==> config.mk <==
export PLATFORM = sky130hd
export DESIGN_NAME = seq_detector_param
export DESIGN_NICKNAME = d
export VERILOG_FILES = /design/src/rtl/seq_det_pkg.sv /design/src/rtl/seq_det_match_cnt.sv /design/src/rtl/seq_detector_param.sv
export SDC_FILE = /design/constraint.sdc
export NUM_CORES = 1
export LEC_CHECK = 0
export BUFFER_PORTS_ARGS = -buffer_cell sky130_fd_sc_hd__buf_2
export CELL_PAD_IN_SITES_DETAIL_PLACEMENT = 1
export CELL_PAD_IN_SITES_GLOBAL_PLACEMENT = 2
export CORE_MARGIN = 2
export CORE_UTILIZATION = 30
export CTS_BUF_LIST = sky130_fd_sc_hd__clkbuf_4
export CTS_CLUSTER_SIZE = 24
export DETAILED_ROUTE_END_ITERATION = 8
export MAX_ROUTING_LAYER = met4
export PLACE_DENSITY = 0.76
export REMOVE_ABC_BUFFERS = 1
export SLEW_MARGIN = 20
export SYNTH_ARGS = -nofsm -noshare
export SYNTH_HDL_FRONTEND = slang
export SYNTH_SLANG_ARGS = --single-unit
==> constraint.sdc <==
create_clock -name CLK -period 1.25 [get_ports CLK]
set_input_delay 0.125 -clock CLK [delete_from_list [all_inputs] [get_ports CLK]]
set_output_delay 0.125 -clock CLK [all_outputs]
set_load 0.1 [all_outputs]
==> src/rtl/seq_det_pkg.sv <==
`default_nettype none
// ============================================================================
// Module   : seq_det_pkg
// Brief    : Shared state encodings and sizing helper for the parametrised
//            serial pattern detector.
// Revision : 1.0  initial release
// ============================================================================
package seq_det_pkg;

  // State register width and encodings (kept as plain constants so older
  // blocks that compare raw state values keep working).
  localparam int ST_W = 2;
  localparam logic [ST_W-1:0] ST_FILL  = 2'b00;
  localparam logic [ST_W-1:0] ST_HUNT  = 2'b01;
  localparam logic [ST_W-1:0] ST_MATCH = 2'b10;

  // Bits needed to hold a fill count of 0..w inclusive.
  function automatic int fill_width(input int w);
    return $clog2(w + 1);
  endfunction

endpackage : seq_det_pkg
`default_nettype wire

==> src/rtl/seq_det_match_cnt.sv <==
`default_nettype none
// ============================================================================
// Module   : seq_det_match_cnt
// Brief    : Saturating match counter with synchronous clear. Clear has
//            priority over increment. Only built when SEQ_DET_CNT_EN is
//            defined for the detector top.
// Revision : 1.0  initial release
// ============================================================================
module seq_det_match_cnt #(
  parameter int CNT_W = 8
) (
  input  logic             CLK,
  input  logic             RST,
  input  logic             CLR,
  input  logic             INC,
  output logic [CNT_W-1:0] CNT
);

  localparam logic [CNT_W-1:0] c_CNT_ONE = CNT_W'(1);
  localparam logic [CNT_W-1:0] c_CNT_MAX = '1;

  logic [CNT_W-1:0] r_cnt;

  // Count matches, hold at the top value, clear on request.
  always_ff @(posedge CLK or negedge RST) begin
    if (!RST) begin
      r_cnt <= '0;
    end else if (CLR) begin
      r_cnt <= '0;
    end else if (INC && (r_cnt != c_CNT_MAX)) begin
      r_cnt <= r_cnt + c_CNT_ONE;
    end
  end

  assign CNT = r_cnt;

endmodule : seq_det_match_cnt
`default_nettype wire

==> src/rtl/seq_detector_param.sv <==
`default_nettype none
// ============================================================================
// Module   : seq_detector_param
// Brief    : Runtime-programmable serial bit-pattern detector. Shifts in one
//            qualified bit per cycle, compares the last PATTERN_W bits with a
//            loadable pattern and raises a one-cycle Moore match flag.
//            Overlapping or non-overlapping operation via OVERLAP.
//            Optional saturating match counter: define SEQ_DET_CNT_EN.
//            Without it MATCH_CNT reads 0 and CNT_CLR is ignored.
// Revision : 1.0  initial release
// ============================================================================
module seq_detector_param
  import seq_det_pkg::*;
#(
  parameter int                   PATTERN_W = 4,
  parameter logic [PATTERN_W-1:0] PATTERN   = 4'b1101,
  parameter bit                   OVERLAP   = 1'b1,
  parameter int                   CNT_W     = 8
) (
  input  logic                 CLK,
  input  logic                 RST,
  input  logic                 IN,
  input  logic                 IN_VLD,
  input  logic                 PAT_LOAD,
  input  logic [PATTERN_W-1:0] PAT_IN,
  input  logic                 CNT_CLR,
  output logic                 OUT,
  output logic [CNT_W-1:0]     MATCH_CNT
);

  localparam int                  c_FILL_W   = fill_width(PATTERN_W);
  localparam logic [c_FILL_W-1:0] c_FILL_MAX = c_FILL_W'(PATTERN_W);
  localparam logic [c_FILL_W-1:0] c_FILL_ONE = c_FILL_W'(1);

  logic [PATTERN_W-1:0] r_pat;
  logic [PATTERN_W-1:0] r_hist;
  logic [c_FILL_W-1:0]  r_fill;
  logic [ST_W-1:0]      r_state;

  logic [PATTERN_W-1:0] w_pat_nxt;
  logic [PATTERN_W-1:0] w_hist_nxt;
  logic [c_FILL_W-1:0]  w_fill_nxt;
  logic [ST_W-1:0]      w_state_nxt;

  logic [PATTERN_W-1:0] w_hist_shift;
  logic [c_FILL_W-1:0]  w_fill_inc;
  logic                 w_hit;
  logic [ST_W-1:0]      w_state_eval;

  // Candidate history/fill after accepting the current bit, and the state a
  // hunting detector would move to with it.
  assign w_hist_shift = {r_hist[PATTERN_W-2:0], IN};
  assign w_fill_inc   = (r_fill == c_FILL_MAX) ? c_FILL_MAX : (r_fill + c_FILL_ONE);
  assign w_hit        = (w_fill_inc == c_FILL_MAX) && (w_hist_shift == r_pat);
  assign w_state_eval = w_hit ? ST_MATCH :
                        (w_fill_inc == c_FILL_MAX) ? ST_HUNT : ST_FILL;

  // Next-state, history and pattern update; a pattern load overrides any bit.
  always_comb begin
    w_pat_nxt   = r_pat;
    w_hist_nxt  = r_hist;
    w_fill_nxt  = r_fill;
    w_state_nxt = r_state;
    if (PAT_LOAD) begin
      w_pat_nxt   = PAT_IN;
      w_hist_nxt  = '0;
      w_fill_nxt  = '0;
      w_state_nxt = ST_FILL;
    end else begin
      case (r_state)
        ST_FILL, ST_HUNT: begin
          if (IN_VLD) begin
            w_hist_nxt  = w_hist_shift;
            w_fill_nxt  = w_fill_inc;
            w_state_nxt = w_state_eval;
          end
        end
        ST_MATCH: begin
          if (IN_VLD) begin
            if (OVERLAP) begin
              w_hist_nxt  = w_hist_shift;
              w_fill_nxt  = w_fill_inc;
              w_state_nxt = w_state_eval;
            end else begin
              // Matched bits are consumed: the new bit starts a fresh window.
              w_hist_nxt    = '0;
              w_hist_nxt[0] = IN;
              w_fill_nxt    = c_FILL_ONE;
              w_state_nxt   = ST_FILL;
            end
          end else if (OVERLAP) begin
            w_state_nxt = ST_HUNT;
          end else begin
            w_fill_nxt  = '0;
            w_state_nxt = ST_FILL;
          end
        end
        default: begin
          w_state_nxt = ST_FILL;
        end
      endcase
    end
  end

  // Detector state registers.
  always_ff @(posedge CLK or negedge RST) begin
    if (!RST) begin
      r_pat   <= PATTERN;
      r_hist  <= '0;
      r_fill  <= '0;
      r_state <= ST_FILL;
    end else begin
      r_pat   <= w_pat_nxt;
      r_hist  <= w_hist_nxt;
      r_fill  <= w_fill_nxt;
      r_state <= w_state_nxt;
    end
  end

  // Match flag is a pure decode of the registered state.
  assign OUT = (r_state == ST_MATCH);

`ifdef SEQ_DET_CNT_EN
  logic w_cnt_inc;

  assign w_cnt_inc = (w_state_nxt == ST_MATCH);

  seq_det_match_cnt #(
    .CNT_W (CNT_W)
  ) u_match_cnt (
    .CLK (CLK),
    .RST (RST),
    .CLR (CNT_CLR),
    .INC (w_cnt_inc),
    .CNT (MATCH_CNT)
  );
`else
  logic w_unused_cnt_clr;

  assign w_unused_cnt_clr = CNT_CLR;
  assign MATCH_CNT        = '0;
`endif

endmodule : seq_detector_param
`default_nettype wire
# --- After elaboration in Yosys (flattened, before gate mapping) ---
# Index checks and enable logic that the tools add are counted.
totals:
  ff_bits: 12
  in_bits: 10
op_classes:
  add_sub_neg: 1
  n_eq_ne: 6
  n_mux: 13
  n_reduce_logical: 7
op_table:
  columns: ["op", "n"]
  rows:
  - ["3-bit two-way mux", 7]
  - ["2-bit two-way mux", 4]
  - ["3-bit equality test, second input constant", 2]
  - ["4-bit equality test", 1]
  - ["2-bit case mux with 2 select lines", 1]
  - ["2-bit nonzero test", 2]
  - ["3-bit by 1-bit adder with 3-bit output, second input constant", 1]
  - ["3-bit != test, second input constant", 1]
  - ["3-bit OR reduction", 1]
  - ["2-bit by 1-bit equality test with 1-bit output, second input constant", 1]
  - ["2-bit equality test, second input constant", 1]
  - ["2-bit zero test", 1]
  - ["2-bit AND reduction", 1]
  - ["2-bit OR reduction", 1]
  - ["1-bit logical AND", 1]
  - ["1-bit two-way mux", 1]

# --- Logic depth before layout (Yosys ltp) ---
# Gate-level depths: netlist of run 1.
logic_depth:
  depth_word: 8
  depth_mapped: 5

# --- Worst setup path after synthesis of run 1 ---
# No wires, ideal clock.
synth_path:
  path_type: "register -> output"
  from: "register r_state[1]"
  to: "output OUT"
  arrival_ns: 1.769
  setup_slack_ns: -0.644
  stages_incl_launch_ff: 2
  n_path_buf: 0
  cell_sequence: "dfrtp_1 nor2b_1"
synth_between:
  elab_chain_len: 1
synth_lines:
  columns: ["element", "line_no", "rtl"]
  rows:
  - ["start, declared", "seq_detector_param.sv:38", "logic [ST_W-1:0] r_state;"]
  - ["start signal, assigned", "seq_detector_param.sv:116", "r_state <= w_state_nxt;"]
  - ["2-bit equality test", "seq_detector_param.sv:121", "assign OUT = (r_state == ST_MATCH);"]
  - ["end, declared", "seq_detector_param.sv:27", "output logic OUT,"]
# No other way between the ends.

# --- Worst setup path in the final report of run 1 ---
layout_path:
  from: "register r_fill[1]"
  to: "register r_state[0]"
layout_between:
  elab_chain_len: 8
  word_cells_on_any_way: 11
layout_lines:
  columns: ["element", "line_no", "rtl"]
  rows:
  - ["start, declared", "seq_detector_param.sv:37", "logic [c_FILL_W-1:0] r_fill;"]
  - ["start signal, assigned", "seq_detector_param.sv:115", "r_fill <= w_fill_nxt;"]
  - ["3-bit by 1-bit adder with 3-bit output / 3-bit equality test (equally long branches)", "seq_detector_param.sv:53", "assign w_fill_inc = (r_fill == c_FILL_MAX) ? c_FILL_MAX : (r_fill + c_FILL_ONE);"]
  - ["3-bit two-way mux (*)", "seq_detector_param.sv:53", null]
  - ["3-bit equality test (*)", "seq_detector_param.sv:54, seq_detector_param.sv:56", null]
  - ["1-bit two-way mux / 1-bit logical AND (equally long branches)", "seq_detector_param.sv:56, seq_detector_param.sv:54", null]
  - ["2-bit two-way mux (*)", "seq_detector_param.sv:55", "assign w_state_eval = w_hit ? ST_MATCH :"]
  - ["2-bit two-way mux (on tied branches)", "seq_detector_param.sv:79, seq_detector_param.sv:72", null]
  - ["2-bit case mux with 2 select lines (*)", "seq_detector_param.sv:70", "case (r_state)"]
  - ["2-bit two-way mux (*)", "seq_detector_param.sv:64", "if (PAT_LOAD) begin"]
# Every way passes the cells marked *; elsewhere a longest branch is shown, timed or not. The select of a mux whose other input is x is not followed.
# A chain may end at the register's enable or synchronous reset.

==> results of run 1 <==
-- power groups by stage --
stage	Combinational (mW)	Sequential, mW	Clock, mW
detailed placement	0.237	0.449	0
CTS	0.258	0.443	0.276
floorplan	0.181	0.443	0
finish	0.268	0.447	0.266
global route	0.287	0.451	0.299
global placement	0.231	0.445	0
-- what timing repair did --
action | 4_1_cts | 5_1_grt
setup endpoints to repair | 4 | 7
pin swaps | 4 | 5
hold buffers | 1 | 0
endpoints found under the hold margin | 12 | 0
buffers inserted | 1 | 2
resized for setup | 7 | 7
-- cells in the final DEF, fill, tap and decap left out --
| cell type | instances |
|---|---|
| nor3_2 | 1 |
| buf_4 | 5 |
| mux2i_1 | 4 |
| buf_12 | 2 |
| a21boi_4 | 1 |
| xor2_2 | 1 |
| dfrtp_1 | 7 |
| nand3_1 | 1 |
| dlygate4sd3_1 | 1 |
| clkbuf_4 | 4 |
| nor2b_4 | 2 |
| nand2b_1 | 1 |
| nand2_1 | 1 |
| a211oi_1 | 1 |
| inv_1 | 1 |
| conb_1 | 8 |
| dfrtp_2 | 2 |
| a21boi_2 | 1 |
| nand4_1 | 1 |
| ha_4 | 2 |
| buf_2 | 8 |
| o211a_1 | 1 |
| mux2_2 | 4 |
| dfstp_2 | 3 |
| nor2_1 | 4 |
| and4b_2 | 1 |
| a21oi_1 | 3 |
| xnor2_1 | 4 |
| inv_2 | 2 |
| nor3_1 | 1 |
| nor4b_2 | 1 |
| a221o_2 | 1 |
-- sequential cells by signal, indices dropped and copies added (netlist names) --
signal   cells
r_state      2
r_pat        4
r_hist       3
r_fill       3
-- synthesized netlist by cell type (all sizes together) --
| library cell | number |
|---|---|
| a211oi | 1 |
| a21boi | 2 |
| a21oi | 3 |
| a221o | 1 |
| and4b | 1 |
| buf | 9 |
| conb | 1 |
| dfrtp | 9 |
| dfstp | 3 |
| ha | 2 |
| inv | 3 |
| mux2 | 4 |
| mux2i | 4 |
| nand2 | 1 |
| nand2b | 1 |
| nand3 | 1 |
| nand4 | 1 |
| nor2 | 4 |
| nor2b | 2 |
| nor3 | 2 |
| nor4b | 1 |
| o211a | 1 |
| xnor2 | 4 |
| xor2 | 1 |
-- worst min path at each step --
stage,start,to,depth (start not counted)
after floorplan,RST,r_fill[0],0
after global placement,RST,r_hist[0],1
after detailed placement,RST,r_hist[0],1
after CTS,PAT_IN[3],r_pat[3],2
after global routing,PAT_IN[3],r_pat[3],2
final,PAT_IN[1],r_pat[1],2
-- worst max-delay path: cells and delay by family (launching register included) --
family	cells	cell delay, ps
flip-flops	1	440
adder cells (fa/ha/maj)	1	180
XOR/XNOR	1	150
AO/OA/AOI/OAI	2	470
-- logic make-up (layout without fill, tap and decap cells) --
group / count (synthesis) / after routing / synth area share, %
and+or+nand+nor: 14 / 14 / 12.3
DFF: 12 / 12 / 43.9
buffers and inverters: 12 / 23 / 11.0
AOI/OAI and AO/OA: 8 / 8 / 10.1
muxes: 8 / 8 / 12.3
xor gates and xnor gates: 5 / 5 / 6.32
adders and majority gates: 2 / 2 / 3.61
other: 1 / 8 / 0.541
-- layer usage --
layer | up-vias | part of all wire (%)
met5 | - | 0
met4 | 0 | 2.0
met3 | 6 | 5.2
met2 | 13 | 51
met1 | 241 | 41
li1 | 229 | -
-- cell type report --
class | instances | area [um^2] | share of cell area [%]
Inverter | 3 | 11.3 | 1.24
Sequential cell | 12 | 307 | 33.8
Clock buffer | 4 | 30.0 | 3.31
Timing Repair Buffer | 16 | 128 | 14.1
Multi-Input combinational cell | 45 | 395 | 43.6
Tap cell | 28 | 35.0 | 3.87
==> flow_summary.ini, run 1 <==
[placement]
place_congestion = 0.718
placedCellCount = 101
dp.final_hpwl_mm = 1.08
numPortBuffers = 9
pre_cts_ws_ps = -121
post_dp_cell_area_um2 = 779

[setup_path]
cp.arrival_ps = 1500
criticalPathCategory = register to register
cp_max_fo = 3
crit-reg2reg-launch = r_fill[1]
cpPeakStageDelay_ps = 440
endpoint = r_state[0]
reg2reg_slack_ps = -80
reg2reg_to = r_state[0]
cp_cell_sequence = ha_4, xor2_2, a221o_2, o211a_1
required_ps = 1420
cp-end-kind = register
start_kind = register
crit_start = r_fill[1]
slowest_stage = dfrtp_2
reg2regPathDepth = 4

[yosys]
synth_area_leaders = dfrtp_1 32%, dfstp_2 11%, buf_4 8.7%
ys_warn_count = 0
yosysSeqAreaShare_pct = 43.9
synth_top_cell_area_share_pct = 32.5
netlist_instances = 62
ys_ff_latch = 12
synth_cell_types = 26
synth_area_um2 = 693
syn_area_per_cell_um2 = 11.2
yosysTopAreaCell = dfrtp_1

[cts]
cts_buffers = 3
cts-root-buf = clkbuf_4
h-tree-depth = 1
tritoncts = done
cts_num_sinks = 12
clkSlewWorstSetupHoldPaths_ps = 70
clock_latency_ps = 270
clk_path_buf_depth = 2

[finish]
drive_gt1_share_pct = 51.2
fillers = 249
antenna_cells = 0
postLayoutCellArea_um2 = 906
fin_nets = 93
final_cells = 108
final_core_util_pct = 41.3
synthToLayoutAreaGrowth_pct = 30.7

[pwr]
p_switching_mw = 0.323
p_sw_share_pct = 32.9
clkPwrFrac_pct = 27.1
peakVddDrop_uv = 786
p_total_mw = 0.981
p_int_mw = 0.658
seqPwrFrac_pct = 45.5
p_per_area_mw_per_mm2 = 1080
power.leakage_nw = 0.411
pwr-share-comb_pct = 27.4

[global_route]
busiest_layer = met2
grt_use_met3_pct = 6.03
grt_first_pass_wirelength_mm = 2.35
met1_usage_pct = 13.9
grt_start_max_net_pins = 13
antenna_found_initial = 0
first_global_vias = 512
global_route.usage.met2_pct = 20.5
globalRouteOverflowTotal = 0
grtUsageTotal_pct = 12.7

[floorplanning]
die_h_um = 52.1
start_util_pct = 31.6
fp.dieW_um = 52.1
rows = 17
io_pins = 19
die-area_mm2 = 0.00271
core_mm2 = 0.00219

[routing]
postRouteAntennaNets = 0
drc = 0
vias = 489
drtIter0Drc = 1
via_per_inst = 4.53
wl_per_cell_um = 13.1
drt_wl_total_mm = 1.42
first_pass_iters = 2

[timing]
fin_ws_ps = -83.2
setup_viol = 1
rsz0062_at_grt = yes
skew_ps = 9.06
finalHoldViolCount = 0
fin_crit_sh_pct = 107
report.final.slew_viol_count = 0
layout_min_cycle_time_ps = 1330
fmax_mhz = 750
holdWs_ps = 87.1
final.setup.tns_ps = -83.2

[worst_hold_path]
worstHoldPathType = input port to register

[status]
violations = negative setup slack
status = complete, but fails checks

[run]
maxCapViolCount = 0
Note: power is estimated with default switching activity, not from simulation.
==> run 2, diff against run 1 <==
--- a/config.mk
+++ b/config.mk
@@ -14,7 +14,7 @@
 export CTS_CLUSTER_SIZE = 24
 export DETAILED_ROUTE_END_ITERATION = 8
 export MAX_ROUTING_LAYER = met4
-export PLACE_DENSITY = 0.76
+export PLACE_DENSITY_LB_ADDON = 0.1
 export REMOVE_ABC_BUFFERS = 1
 export SLEW_MARGIN = 20
 export SYNTH_ARGS = -nofsm -noshare
==> flow_summary.ini, run 2 (synthesized netlist as in run 1, its figures left out) <==
[cts]
tritoncts = done
cts-root-buf = clkbuf_4
cts_num_sinks = 12
h-tree-depth = 1
clock_latency_ps = 280
clkSlewWorstSetupHoldPaths_ps = 80
clk_path_buf_depth = 2
cts_buffers = 3

[global_route]
grt_start_max_net_pins = 13
first_global_vias = 522
grt_first_pass_wirelength_mm = 2.24
grtUsageTotal_pct = 12.1
antenna_found_initial = 0
globalRouteOverflowTotal = 0

[pwr]
peakVddDrop_uv = 479
p_total_mw = 0.945
pwr-share-comb_pct = 27.4
p_sw_share_pct = 34.2
clkPwrFrac_pct = 26.3
p_int_mw = 0.622
p_per_area_mw_per_mm2 = 1060
p_switching_mw = 0.323
power.leakage_nw = 0.411
seqPwrFrac_pct = 46.3

[finish]
drive_gt1_share_pct = 46.9
largest_reg_flops = 4
fillers = 253
regMostFlops = r_pat
layout_commonest_cell = dfrtp_1
layout_common_cells = 9 x dfrtp_1, 8 x conb_1, 8 x buf_2
antenna_cells = 0
postLayoutCellArea_um2 = 891
largestRegisters = r_pat (4), r_fill (3), r_hist (3)
fin_nets = 94
synthToLayoutAreaGrowth_pct = 28.5

[routing]
postRouteAntennaNets = 0
drtIter0Drc = 1
wl_per_cell_um = 12.0
vias = 484
first_pass_iters = 2
via_per_inst = 4.44
drc = 0
drt_wl_total_mm = 1.30

[setup_path]
crit_family = compound AO/OA/AOI/OAI gates
start_kind = register
cpPeakStageDelay_ps = 410
cp.arrival_ps = 1480
cp_cell_sequence = ha_2, xor2_2, a221o_2, o211a_1
slowest_stage = dfrtp_1
cp-end-kind = register
required_ps = 1420
cp_max_fo = 3
criticalPathCategory = register to register
path_buf_inv = 0

[status]
violations = negative setup slack
status = complete, but fails checks

[floorplanning]
io_pins = 19
die-area_mm2 = 0.00271
fp.dieW_um = 52.1
core_mm2 = 0.00219
die_h_um = 52.1
rows = 17
start_util_pct = 31.6

[timing]
final.setup.tns_ps = -55.8
fmax_mhz = 766
layout_min_cycle_time_ps = 1310
holdWs_ps = 74.2
fin_crit_sh_pct = 104
skew_ps = 9.93
report.final.slew_viol_count = 0
finalHoldViolCount = 0
fin_ws_ps = -55.8
rsz0062_at_grt = yes
setup_viol = 1

[placement]
place_congestion = 0.698
post_dp_cell_area_um2 = 795
numPortBuffers = 9
pre_cts_ws_ps = -131
dp.final_hpwl_um = 971

[run]
maxCapViolCount = 0

[worst_hold_path]
worstHoldPathType = input port to register
==> run 2: stage by stage <==
stage | std cells | util (%)
after floorplan | 60 | -
after global placement | 103 | 36.3
after detailed placement | 103 | 36.3
after CTS | 109 | 39.4
after global routing | 109 | 40.7
final | 109 | 40.7
==> run 2: repair_timing <==
| action | in CTS | in global routing |
|---|---|---|
| buffers inserted | 1 | 0 |
| gates resized for setup | 5 | 8 |
| hold endpoints to repair | 12 | 0 |
| endpoints found under the setup margin | 4 | 9 |
| pin swaps | 1 | 7 |
| hold buffers | 1 | 0 |
==> run 2: per-layer routing <==
layer | vias up | global-route usage (%) | wire, um
li1 | 235 | - | -
met1 | 229 | 12.7 | 560
met2 | 16 | 20.3 | 640
met3 | 4 | 1.72 | 65
met4 | 0 | 9.21 | 38
met5 | - | - | 0
==> run 2: power by group through the flow <==
stage          logic (mW)  clock network (mW)  registers, mW
3_3_place_gp        0.236                   0          0.444
6_report            0.259               0.248          0.438
3_5_place_dp        0.238                   0          0.445
2_1_floorplan       0.181                   0          0.443
5_1_grt             0.279               0.273          0.443
4_1_cts             0.256               0.267          0.437
==> run 2: worst paths after layout <==
check / startpoint / endpoint / slack (ps) / cells after the start
min: PAT_IN[1] / r_pat[1] / 70 / 2
min in group asynchronous: RST / r_hist[1] / 250 / 2
max: r_fill[0] / r_state[0] / -60 / 4
min reg2reg: r_pat[1] / r_pat[1] / 540 / 1
max reg2reg: r_fill[0] / r_state[0] / -60 / 4
max in group asynchronous: RST / r_pat[3] / 720 / 2
==> run 2: final cells by class <==
class / count / area [um^2] / share of cell area, %
Multi-Input combinational cell: 45 / 377 / 42.3
Sequential cell: 12 / 304 / 34.1
Timing Repair Buffer: 17 / 138 / 15.4
Tap cell: 28 / 35.0 / 3.93
Clock buffer: 3 / 22.5 / 2.53
Inverter: 3 / 11.3 / 1.26
Clock inverter: 1 / 3.75 / 0.421
